$ cat src/rtl/shift_pkg.sv
// shift_pkg: request/core op encodings, execute-unit states and the request-to-core op map.
package shift_pkg;
    localparam logic [1:0] OP_SLL = 2'b00;
    localparam logic [1:0] OP_SRA = 2'b01;
    localparam logic [1:0] OP_SRL = 2'b10;
    localparam logic [1:0] OP_ROR = 2'b11;
    localparam logic [1:0] BS_SLL = 2'b01;
    localparam logic [1:0] BS_SRA = 2'b10;
    localparam logic [1:0] BS_SRL = 2'b11;
    typedef enum logic [1:0] {ST_IDLE, ST_PASS1, ST_PASS2} state_e;
    // ROR starts with a logical right shift, so it shares the SRL core code
    function automatic logic [1:0] bs_map(input logic [1:0] op);
        return op == OP_SLL ? BS_SLL : op == OP_SRA ? BS_SRA : BS_SRL;
    endfunction
endpackage

$ cat src/rtl/shift_exec_unit_barrel.sv
// BarrelShift: combinational 16-bit shifter core; code 00 passes the value through.
module BarrelShift
    import shift_pkg::*;
(
    input  logic [15:0] i_value,
    input  logic [3:0]  i_count,
    input  logic [1:0]  i_op,
    output logic [15:0] o_result
);
    logic signed [15:0] sra;
    always_comb begin
        sra      = $signed(i_value) >>> i_count;
        o_result = i_op == BS_SLL ? i_value << i_count :
                   i_op == BS_SRA ? sra :
                   i_op == BS_SRL ? i_value >> i_count : i_value;
    end
endmodule

$ cat src/rtl/shift_exec_unit.sv
// shift_exec_unit: registered execute stage sequencing shift/rotate requests through one BarrelShift.
module shift_exec_unit
    import shift_pkg::*;
#(
    parameter int TAG_W = 3
) (
    input  logic             i_clk,
    input  logic             i_rstn,
    input  logic             i_flush,
    input  logic             i_reqValid,
    output logic             o_reqReady,
    input  logic [15:0]      i_reqValue,
    input  logic [3:0]       i_reqCount,
    input  logic [1:0]       i_reqOp,
    input  logic [TAG_W-1:0] i_reqTag,
    output logic             o_rspValid,
    input  logic             i_rspReady,
    output logic [15:0]      o_rspResult,
    output logic [TAG_W-1:0] o_rspTag,
    output logic             o_rspZero
);
    state_e state_q, state_d;
    logic [15:0] val_q, val_d, part_q, part_d, res_q, res_d;
    logic [3:0] cnt_q, cnt_d;
    logic [1:0] op_q, op_d;
    logic [TAG_W-1:0] tag_q, tag_d, rtag_q, rtag_d;
    logic vld_q, vld_d, zero_q, zero_d;
    logic [15:0] core_out, final_res;
    logic [3:0] core_cnt;
    logic [1:0] core_op;
    logic accept, load, ror_first;

    BarrelShift u_core (
        .i_value (val_q),
        .i_count (core_cnt),
        .i_op    (core_op),
        .o_result(core_out)
    );

    always_comb begin
        accept    = state_q == ST_IDLE && i_reqValid && !i_flush;
        ror_first = state_q == ST_PASS1 && op_q == OP_ROR;
        // second rotate pass shifts left by the 4-bit two's complement of n
        core_op   = state_q == ST_PASS2 ? BS_SLL : bs_map(op_q);
        core_cnt  = state_q == ST_PASS2 ? 4'd0 - cnt_q : cnt_q;
        final_res = state_q == ST_PASS2 ? part_q | core_out : core_out;
        load      = !i_flush && (!vld_q || i_rspReady) &&
                    ((state_q == ST_PASS1 && op_q != OP_ROR) || state_q == ST_PASS2);
        state_d   = i_flush ? ST_IDLE : accept ? ST_PASS1 : load ? ST_IDLE :
                    ror_first ? ST_PASS2 : state_q;
        val_d     = accept ? i_reqValue : val_q;
        cnt_d     = accept ? i_reqCount : cnt_q;
        op_d      = accept ? i_reqOp : op_q;
        tag_d     = accept ? i_reqTag : tag_q;
        part_d    = ror_first ? core_out : part_q;
        vld_d     = i_flush ? 1'b0 : load ? 1'b1 : i_rspReady ? 1'b0 : vld_q;
        res_d     = load ? final_res : res_q;
        rtag_d    = load ? tag_q : rtag_q;
        zero_d    = load ? final_res == 16'd0 : zero_q;
    end

    always_ff @(posedge i_clk or negedge i_rstn) begin
        if (!i_rstn) begin
            state_q <= ST_IDLE;
            val_q   <= '0;
            cnt_q   <= '0;
            op_q    <= '0;
            tag_q   <= '0;
            part_q  <= '0;
            vld_q   <= 1'b0;
            res_q   <= '0;
            rtag_q  <= '0;
            zero_q  <= 1'b0;
        end else begin
            state_q <= state_d;
            val_q   <= val_d;
            cnt_q   <= cnt_d;
            op_q    <= op_d;
            tag_q   <= tag_d;
            part_q  <= part_d;
            vld_q   <= vld_d;
            res_q   <= res_d;
            rtag_q  <= rtag_d;
            zero_q  <= zero_d;
        end
    end

    assign o_reqReady  = state_q == ST_IDLE;
    assign o_rspValid  = vld_q;
    assign o_rspResult = res_q;
    assign o_rspTag    = rtag_q;
    assign o_rspZero   = zero_q;
endmodule

$ cat config.mk
export PLATFORM = sky130hd
export DESIGN_NAME = shift_exec_unit
export DESIGN_NICKNAME = d
export VERILOG_FILES = /design/src/rtl/shift_pkg.sv /design/src/rtl/shift_exec_unit_barrel.sv /design/src/rtl/shift_exec_unit.sv
export SDC_FILE = /design/constraint.sdc
export NUM_CORES = 1
export LEC_CHECK = 0
export BUFFER_PORTS_ARGS = -buffer_cell sky130_fd_sc_hd__clkbuf_2
export CORE_UTILIZATION = 46
export DETAILED_ROUTE_END_ITERATION = 7
export GPL_TIMING_DRIVEN = 0
export HOLD_SLACK_MARGIN = 0.06
export PLACE_DENSITY = 0.79
export RECOVER_POWER = 100
export SLEW_MARGIN = 20
export SYNTH_ARGS = -nofsm -noshare
export SYNTH_HDL_FRONTEND = slang
export SYNTH_HIERARCHICAL = 1
export SYNTH_SLANG_ARGS = --single-unit
$ cat constraint.sdc
create_clock -name i_clk -period 2.85 [get_ports i_clk]
set_input_delay 0.57 -clock i_clk [delete_from_list [all_inputs] [get_ports i_clk]]
set_output_delay 0.57 -clock i_clk [all_outputs]
set_load 0.02 [all_outputs]
==> run metrics, run 1 <==
via/cell ratio=6.31; drt pass-1 iters=5; vias in the first global route=4,153; Port Buffers=~50; #FFs+latches synth=64; Final ANT Viol Nets=0; Ys Warns=6; Avg Inst Size Synth=9.81 sq um; slowest CP cell=dfrtp_1; Worst EP required=3.13 ns; I/O Pins=52; Die Y=between 100 and 150 microns; initial antenna violation count=0; f_max=approximately 320 MHz; Slew Limit Headroom=11.8%; Post-synth EDFFs=0; first-pass GRT wire length=23,300 microns; critical path's largest stage delay=approximately 0.44 ns; Hold Crit Class=in2async; Final #Nets=580; Critical R2R Capture=o_rspZero; htree depth=3; core area=9770 sq um; DRC=0; Final Core Density=57.9%; status=finished, violations left; Async SR Flop Fraction=100%; ant diodes=0; post-synth cell types=63; Slew Limit Fails=0; clock sinks=64; DR WL/cell=22.1 microns; Mapped Area=4650 sq um; CTS tree=built; PD cells=1190 nW/um^2; share of layout cells above drive strength 1=between 40% and 50%; violated checks=negative setup slack; Critical Path End Type=flip-flop; Cells after Synth=around 470; clock buffer count from CTS=9; die area=10,500 sq um; Fin. Hold Viols=0; Total GRT Usage=just over 30%; Pwr Total=6.76 mW; Max clock buf depth=2; RSZ-0062 raised after global routing=true; Clock Pin Slew Worst Setup and Hold Paths=around 0.070 ns; Overflow after GRT=0; largest net degree at the start of global routing=55; CP delay by family, top=simple AND/OR/NAND/NOR gates; Placed Cells=659; Syn Nets=505; PnR worst setup slack=-0.270 ns; critical-path cell list=and2b_2 > buf_8 > nor2_1 > clkbuf_4 > nor2_1 > a32o_1 > a31oi_1 > o311ai_1 > nor4_1 > nand2_1 > a211oi_2 > mux2_4; Final Critical Period=3.12 ns; top_reg_cell synth=dfrtp_1; cell mode on critical path=nor2_1; CP Class=reg2reg; GP Congestion=0.956; Detail Placement HPWL=11,100 microns; actual slew at the worst max-slew pin=1.32 ns; # rows=36; largest vdd supply drop=approximately 0.56 mV; post-synthesis sequential area ratio=between 30% and 40%; number of endpoints failing setup at the final stage=1; Total Wirelength=~15,000 microns; Worst R2R Start=state_q[1]; max cap viols=0; TNS Setup=-0.270 ns; worst clock skew=0.00958 ns; routed vias=4,332; leakage=2.50 nW; fin crit share=109%; fin cells=~700; R2R setup slack=-0.27 ns; CTS root buf=clkbuf_8; # fillers=837; effective utilization at floorplan=about 48%; FF-to-FF path depth=12; initial detailed-routing violation count=357; CP startpoint kind=flip-flop; Die X=103 microns; Area Overhead vs Synth=21.8%; Worst Path Arrival=roughly 3.4 ns; Clock Latency Late Sink=0.35 ns; Bufs and invs on worst path=2; CP max FO=10
-- worst register-to-register path, delay by kind of cell (launching register included) --
family | cells | cell delay [ns]
AND/OR/NAND/NOR | 5 | 1.11
AO/OA/AOI/OAI | 4 | 0.89
buffers and inverters | 2 | 0.44
flip-flops | 1 | 0.44
multiplexers | 1 | 0.18
-- final cells by class --
| class | instances | area (sq um) | share of cell area, % |
|---|---|---|---|
| inverter | 25 | 97.6 | 1.72 |
| clock inverter | 6 | 60.1 | 1.06 |
| sequential | 64 | 1600 | 28.3 |
| clock buffer | 10 | 128 | 2.25 |
| multi-input combinational | 345 | 2920 | 51.6 |
| timing repair buffer | 66 | 362 | 6.39 |
| tap | 133 | 166 | 2.94 |
| buffer | 38 | 324 | 5.72 |
-- worst max-delay path by stage --
stage                from  slack [ns]        end  depth (start not counted)
2_1_floorplan  state_q[0]      0.0002  o_rspZero                         15
3_3_place_gp   state_q[0]       -0.94  o_rspZero                         14
3_5_place_dp   state_q[0]       -0.96  o_rspZero                         14
4_1_cts        state_q[0]       -0.27  o_rspZero                         14
5_1_grt        state_q[1]       -0.35  o_rspZero                         12
6_report       state_q[1]       -0.27  o_rspZero                         12
-- repair_timing --
| item | 4_1_cts | 5_1_grt |
|---|---|---|
| setup endpoints to repair | 33 | 17 |
| pin swaps | 15 | 18 |
| hold buffers | 0 | 0 |
| gates resized for setup | 53 | 36 |
| cloned | 1 | 0 |
| setup buffers | 8 | 5 |
-- cells in the mapped netlist (all sizes together), types with 6 or more instances --
| cell type | n | area share (%) |
|---|---|---|
| dfrtp | 64 | 34 |
| mux2 | 52 | 13 |
| mux2i | 37 | 8.5 |
| a21oi | 35 | 3.8 |
| nand2 | 31 | 2.5 |
| nor2 | 29 | 2.3 |
| inv | 25 | 2.0 |
| o21ai | 25 | 2.9 |
| buf | 23 | 3.7 |
| clkbuf | 17 | 1.5 |
| mux4 | 12 | 6.1 |
| nor2b | 12 | 1.6 |
| a211oi | 10 | 1.6 |
| nand2b | 8 | 1.1 |
| nand3 | 8 | 0.86 |
| nor4 | 7 | 0.94 |
| o211ai | 6 | 0.97 |
-- placed cells by master (no fill, tap or decap), types with 9 or more instances in the layout --
cell type  instances
buf_6              9
o21ai_0           16
buf_4             16
clkbuf_2          54
mux4_2            11
a21oi_1           31
mux2_2            47
clkbuf_8          10
nand2_1           30
nor2b_1           12
inv_1             23
dfrtp_1           64
mux2i_1           34
nor2_1            25
-- through the flow --
stage | setup slack [ns] | hold slack [ns] | area [sq um]
6_report | -0.270 | 0.157 | 5660
3_5_place_dp | -0.960 | 0.447 | 5100
4_1_cts | -0.270 | 0.0652 | 5550
5_1_grt | -0.347 | 0.190 | 5660
2_1_floorplan | 0.000216 | 0.274 | 4650
3_3_place_gp | -0.940 | 0.485 | 5070
-- logic make-up (layout without fill, tap and decap cells) --
| kind of cell | after synthesis | count (layout) | share of synthesized area (%) |
|---|---|---|---|
| compound gates | 122 | 122 | 17.4 |
| simple gates | 119 | 119 | 12.9 |
| buf+inv | 65 | 145 | 7.21 |
| fa+ha+maj | 1 | 1 | 0.269 |
| mux | 101 | 101 | 27.4 |
| xor+xnor | 2 | 2 | 0.377 |
| flops | 64 | 64 | 34.5 |
-- power by group --
group / switching (mW) / internal [mW]
logic: 2.52 / 1.83
clock network: 0.355 / 0.399
registers: 0.389 / 1.26
-- flip-flops by register name (all words and copies together) (netlist names) --
name / flops
o_rspZero: 1
part_q: 16
o_rspValid: 1
o_rspResult: 16
tag_q: 3
o_rspTag: 3
state_q: 2
val_q: 16
op_q: 2
cnt_q: 4
-- metal layers --
metal	vias to the layer above	wire (microns)	global-route usage (%)
li1	1919	-	-
met1	2125	6320	40.3
met2	238	6970	47.1
met3	50	1240	7.59
met4	0	682	13.8
met5	-	0	0
(Power assumes the default switching activity.)
==> run 2: changes to the inputs <==
--- a/config.mk
+++ b/config.mk
@@ -10,7 +10,7 @@
 export DETAILED_ROUTE_END_ITERATION = 7
 export GPL_TIMING_DRIVEN = 0
 export HOLD_SLACK_MARGIN = 0.06
-export PLACE_DENSITY = 0.79
+export PLACE_DENSITY = 0.76
 export RECOVER_POWER = 100
 export SLEW_MARGIN = 20
 export SYNTH_ARGS = -nofsm -noshare
==> constraint.sdc (replaced) <==
create_clock -name i_clk -period 3.7 [get_ports i_clk]
set_input_delay 0.74 -clock i_clk [delete_from_list [all_inputs] [get_ports i_clk]]
set_output_delay 0.74 -clock i_clk [all_outputs]
set_load 0.02 [all_outputs]
==> run metrics, run 2 (synthesis gave the netlist of run 1 again) <==
Clock Pin Slew Worst Setup and Hold Paths=0.08 ns; PD cells=roughly 900 nW/um^2; Critical Path End Type=flip-flop; actual slew at the worst max-slew pin=2.44 ns; die area=about 11,000 sq um; clock buffer count from CTS=9; Final ANT Viol Nets=0; initial detailed-routing violation count=approximately 370; Worst R2R Start=state_q[0]; Slew Limit Headroom=-62.6%; Total GRT Usage=roughly 30%; Seq pwr share=around a quarter; postcts setup bufs=0; DRC=0; worst clock skew=0.0133 ns; f_max=about 280 MHz; status=finished, violations left; violated checks=max-capacitance violations, max-slew violations; first-pass GRT wire length=22,600 microns; ant diodes=0; Max clock buf depth=2; most frequent cells in the layout=dfrtp_1, mux2_2, clkbuf_1; CP max FO=10; # rows=36; RSZ-0062 raised after global routing=false; Die Y=103 microns; Clock power frac=14.6%; Fin. Hold Viols=0; drt pass-1 iters=6; Detail Placement HPWL=10,900 microns; via/cell ratio=6.24; Hold Buf Count CTS=0; CTS tree=built; I/O Pins=52; FF-to-FF path depth=14; most common cell after layout, fill and taps aside=dfrtp_1; number of endpoints failing setup at the final stage=0; core area=~10000 sq um; Port Buffers=51; htree depth=3; Total Wirelength=14,600 microns; Net Sw Frac=48.1%; dpl cell area=~5100 sq um; Slew Limit Fails=56; CTS root buf=clkbuf_8; Crit. Startpoint=state_q[0]; # fillers=933; GP Congestion=1.02; max cap viols=1; Final #Nets=568; Hold Crit Class=in2async; DR WL/cell=about 22 microns; CP Class=reg2reg; largest net degree at the start of global routing=56; initial antenna violation count=0; Die X=103 microns; Internal=2.49 mW; Overflow after GRT=0; Final Cell Area=5270 sq um; clock sinks=64; Worst EP required=between 3 and 4 ns; combinational share of power=between 50% and 60%; Final Critical Period=about 3.6 ns; CP startpoint kind=flip-flop; largest vdd supply drop=0.419 mV; vias in the first global route=4,077; Worst Path Arrival=3.86 ns; final hold slack=0.310 ns; TNS Setup=0 ns; leakage=2.29 nW; fin crit share=96.7%; Clock Latency Late Sink=0.35 ns; routed vias=4,214; share of layout cells above drive strength 1=roughly a quarter; effective utilization at floorplan=47.6%; switching power=between 2 and 2.5 mW; Area Overhead vs Synth=13.3%
==> run 2: power by group through the flow <==
| stage | Combinational, mW | Clock [mW] | Sequential, mW |
|---|---|---|---|
| floorplan | 1.92 | 0 | 1.30 |
| detailed placement | 2.82 | 0 | 1.27 |
| global placement | 2.82 | 0 | 1.25 |
| global route | 3.04 | 0.749 | 1.30 |
| finish | 2.84 | 0.701 | 1.26 |
| CTS | 2.84 | 0.721 | 1.26 |
==> run 2: worst paths after layout <==
check	end	slack, ns
max in group asynchronous	val_q[8]	0.60
worst max register to register	o_rspZero	0.12
worst max-delay path	o_rspZero	0.12
min in group i_clk	o_rspTag[0]	0.50
worst min-delay path	o_rspResult[5]	0.31
worst min register to register	o_rspTag[0]	0.50
==> run 2: routing by layer <==
layer / track usage, % / vias up / share of wire [%]
met5: 0 / - / 0
met4: 15.5 / 0 / 4.1
met3: 6.64 / 46 / 8.8
met2: 43.7 / 263 / 45
met1: 39.8 / 2019 / 42
li1: - / 1886 / -
==> run 2: final cells by class <==
cell class | instances | area [sq um] | share of cell area, %
Timing Repair Buffer | 52 | 239 | 4.54
Clock inverter | 6 | 92.6 | 1.76
Tap cell | 133 | 166 | 3.16
Inverter | 25 | 93.8 | 1.78
Multi-Input combinational cell | 345 | 2700 | 51.3
Sequential cell | 64 | 1600 | 30.4
Clock buffer | 10 | 138 | 2.61
Buffer | 40 | 234 | 4.44
==> run 2: repair_timing <==
| action | CTS | global route |
|---|---|---|
| gates cloned | 0 | 0 |
| setup endpoints to repair | 1 | 1 |
| gates resized for setup | 3 | 3 |
==> run 2: per-stage QoR <==
step | utilization, % | setup slack (ns) | std cells | power [mW]
2_1_floorplan | - | 0.728 | 474 | 3.22
3_3_place_gp | 51.9 | -0.186 | 658 | 4.08
3_5_place_dp | 52.2 | -0.282 | 659 | 4.09
4_1_cts | 54.6 | 0.0361 | 675 | 4.81
5_1_grt | 53.9 | 0.0283 | 675 | 5.09
6_report | 53.9 | 0.122 | 675 | 4.81
==> run 2: critical path, cell delays in order, from the launching register on <==
cell,delay (ns)
dfrtp_1,0.42
and2b_1,0.29
clkbuf_2,0.27
o21ai_0,0.14
buf_4,0.19
inv_1,0.25
buf_2,0.34
nand2_1,0.13
o221ai_1,0.20
o21bai_1,0.15
o211ai_1,0.24
nor4_1,0.34
o211ai_1,0.13
a211oi_1,0.22
mux2_2,0.19
==> run 3: changes to the inputs <==
--- a/config.mk
+++ b/config.mk
@@ -6,11 +6,13 @@
 export NUM_CORES = 1
 export LEC_CHECK = 0
 export BUFFER_PORTS_ARGS = -buffer_cell sky130_fd_sc_hd__clkbuf_2
+export CELL_PAD_IN_SITES_DETAIL_PLACEMENT = 1
+export CELL_PAD_IN_SITES_GLOBAL_PLACEMENT = 1
 export CORE_UTILIZATION = 46
 export DETAILED_ROUTE_END_ITERATION = 7
 export GPL_TIMING_DRIVEN = 0
 export HOLD_SLACK_MARGIN = 0.06
-export PLACE_DENSITY = 0.76
+export PLACE_DENSITY = 0.91
 export RECOVER_POWER = 100
 export SLEW_MARGIN = 20
 export SYNTH_ARGS = -nofsm -noshare
==> run metrics, run 3 (synthesis gave the netlist of run 1 again) <==
status=completed; PnR worst setup slack=between 0.15 and 0.2 ns; Clock power frac=13.9%; via/cell ratio=about 6.5; Pwr Total=4.96 mW; f_max=282 MHz; Area Overhead vs Synth=13.8%; htree depth=3; Slew Limit Fails=0; R2R setup slack=0.16 ns; Clock Latency Late Sink=0.35 ns; Hold Buf Count CTS=0; Net Sw Frac=between 40% and 50%; Final Critical Period=between 3 and 4 ns; CP max FO=10; Critical Path End Type=flip-flop; GP Congestion=around 1; switching power=2.43 mW; PD cells=938 nW/um^2; vias in the first global route=about 4,600; most frequent cells in the layout=dfrtp_1, mux2_2, clkbuf_1; pre-CTS setup slack=-0.325 ns; Die Y=103 microns; Max clock buf depth=2; die area=10,500 sq um; final hold slack=0.504 ns; Worst EP required=between 3 and 4 ns; Final Core Density=54.1%; Critical R2R Capture=o_rspZero; combinational share of power=about three fifths; largest vdd supply drop=0.447 mV; Slew Limit Headroom=around 22%; DRC=0; largest net degree at the start of global routing=47; Detail Placement HPWL=12,000 microns; hold endpoint=o_rspTag[2]; effective utilization at floorplan=47.6%; Hold Crit Start=o_rspTag[2]; most common cell after layout, fill and taps aside=dfrtp_1; number of endpoints failing setup at the final stage=0; Total Wirelength=16,300 microns; initial antenna violation count=0; actual slew at the worst max-slew pin=between 1 and 1.5 ns; Die X=103 microns; Worst Hold Path Cells=1; FF-to-FF path depth=15; clock buffer count from CTS=9; Clock Pin Slew Worst Setup and Hold Paths=0.07 ns; drt pass-1 iters=4; fin crit share=95.7%; Hold Crit Class=reg2reg; # rows=36; Final ANT Viol Nets=0; Internal=~2.5 mW; Final Cell Area=5290 sq um; DR WL/cell=24.2 microns; fin cells=673; share of layout cells above drive strength 1=26.7%; worst clock skew=roughly 0.0075 ns; initial detailed-routing violation count=446; I/O Pins=52; Fin. Hold Viols=0; routed vias=4,348; leakage=2.30 nW; CP startpoint kind=flip-flop; Total GRT Usage=33.4%; clock sinks=between 60 and 70; Worst R2R Start=cnt_q[0]; CP Class=reg2reg; Overflow after GRT=0; CTS root buf=clkbuf_8; Final #Nets=567; core area=between 9000 and 10,000 sq um; TNS Setup=0 ns; first-pass GRT wire length=25,700 microns; postcts setup bufs=0; ant diodes=0; Port Buffers=51; Worst Path Arrival=3.83 ns; max cap viols=0; Seq pwr share=a little over a quarter; Placed Cells=approximately 660; dpl cell area=slightly above 5000 sq um; CTS tree=built
run 3: worst max path at each step:
stage / start / to / slack, ns / cells past startpoint
6_report: cnt_q[0] / o_rspZero / 0.16 / 15
5_1_grt: cnt_q[0] / o_rspZero / -0.006 / 15
4_1_cts: state_q[0] / o_rspZero / 0.10 / 14
3_5_place_dp: state_q[0] / o_rspZero / -0.32 / 14
3_3_place_gp: state_q[0] / o_rspZero / -0.18 / 14
2_1_floorplan: state_q[0] / o_rspZero / 0.73 / 15
run 3: power groups by stage:
stage | logic (mW) | registers, mW | clock network (mW)
floorplan | 1.92 | 1.30 | 0
global placement | 2.81 | 1.25 | 0
detailed placement | 2.87 | 1.29 | 0
CTS | 2.90 | 1.28 | 0.703
global route | 3.17 | 1.32 | 0.728
finish | 2.98 | 1.29 | 0.688
run 3: layout make-up:
class	count	area, sq um
sequential	64	1600
clock buffer	12	155
fill	1154	4480
inverter	25	97.6
timing repair buffer	52	231
clock inverter	3	65.1
multi-input combinational	345	2730
buffer	39	241
tap	133	166
run 3: worst max-delay path: stages, from the launching register on:
cell and delay (ns):
dfrtp_1 0.38, inv_1 0.08, ha_1 0.20, nor2_1 0.14
xor2_1 0.23, buf_6 0.18, buf_4 0.19, buf_2 0.30
o21ai_0 0.14, a31oi_1 0.36, a2bb2oi_1 0.20, a21oi_1 0.12
nor4_1 0.35, nand2_1 0.13, a211oi_1 0.26, mux2_2 0.20
run 3: timing repair:
| item | 4_1_cts | 5_1_grt |
|---|---|---|
| endpoints found under the setup margin | 1 | 1 |
| resized for setup | 4 | 19 |
| pin swaps | 0 | 1 |
run 3: routing by layer:
layer	track usage, %	part of all wire, %	wire (microns)
met1	43.2	41	6740
met2	54.1	48	7820
met3	6.78	7.3	1180
met4	15.1	3.5	565
met5	0	0	0
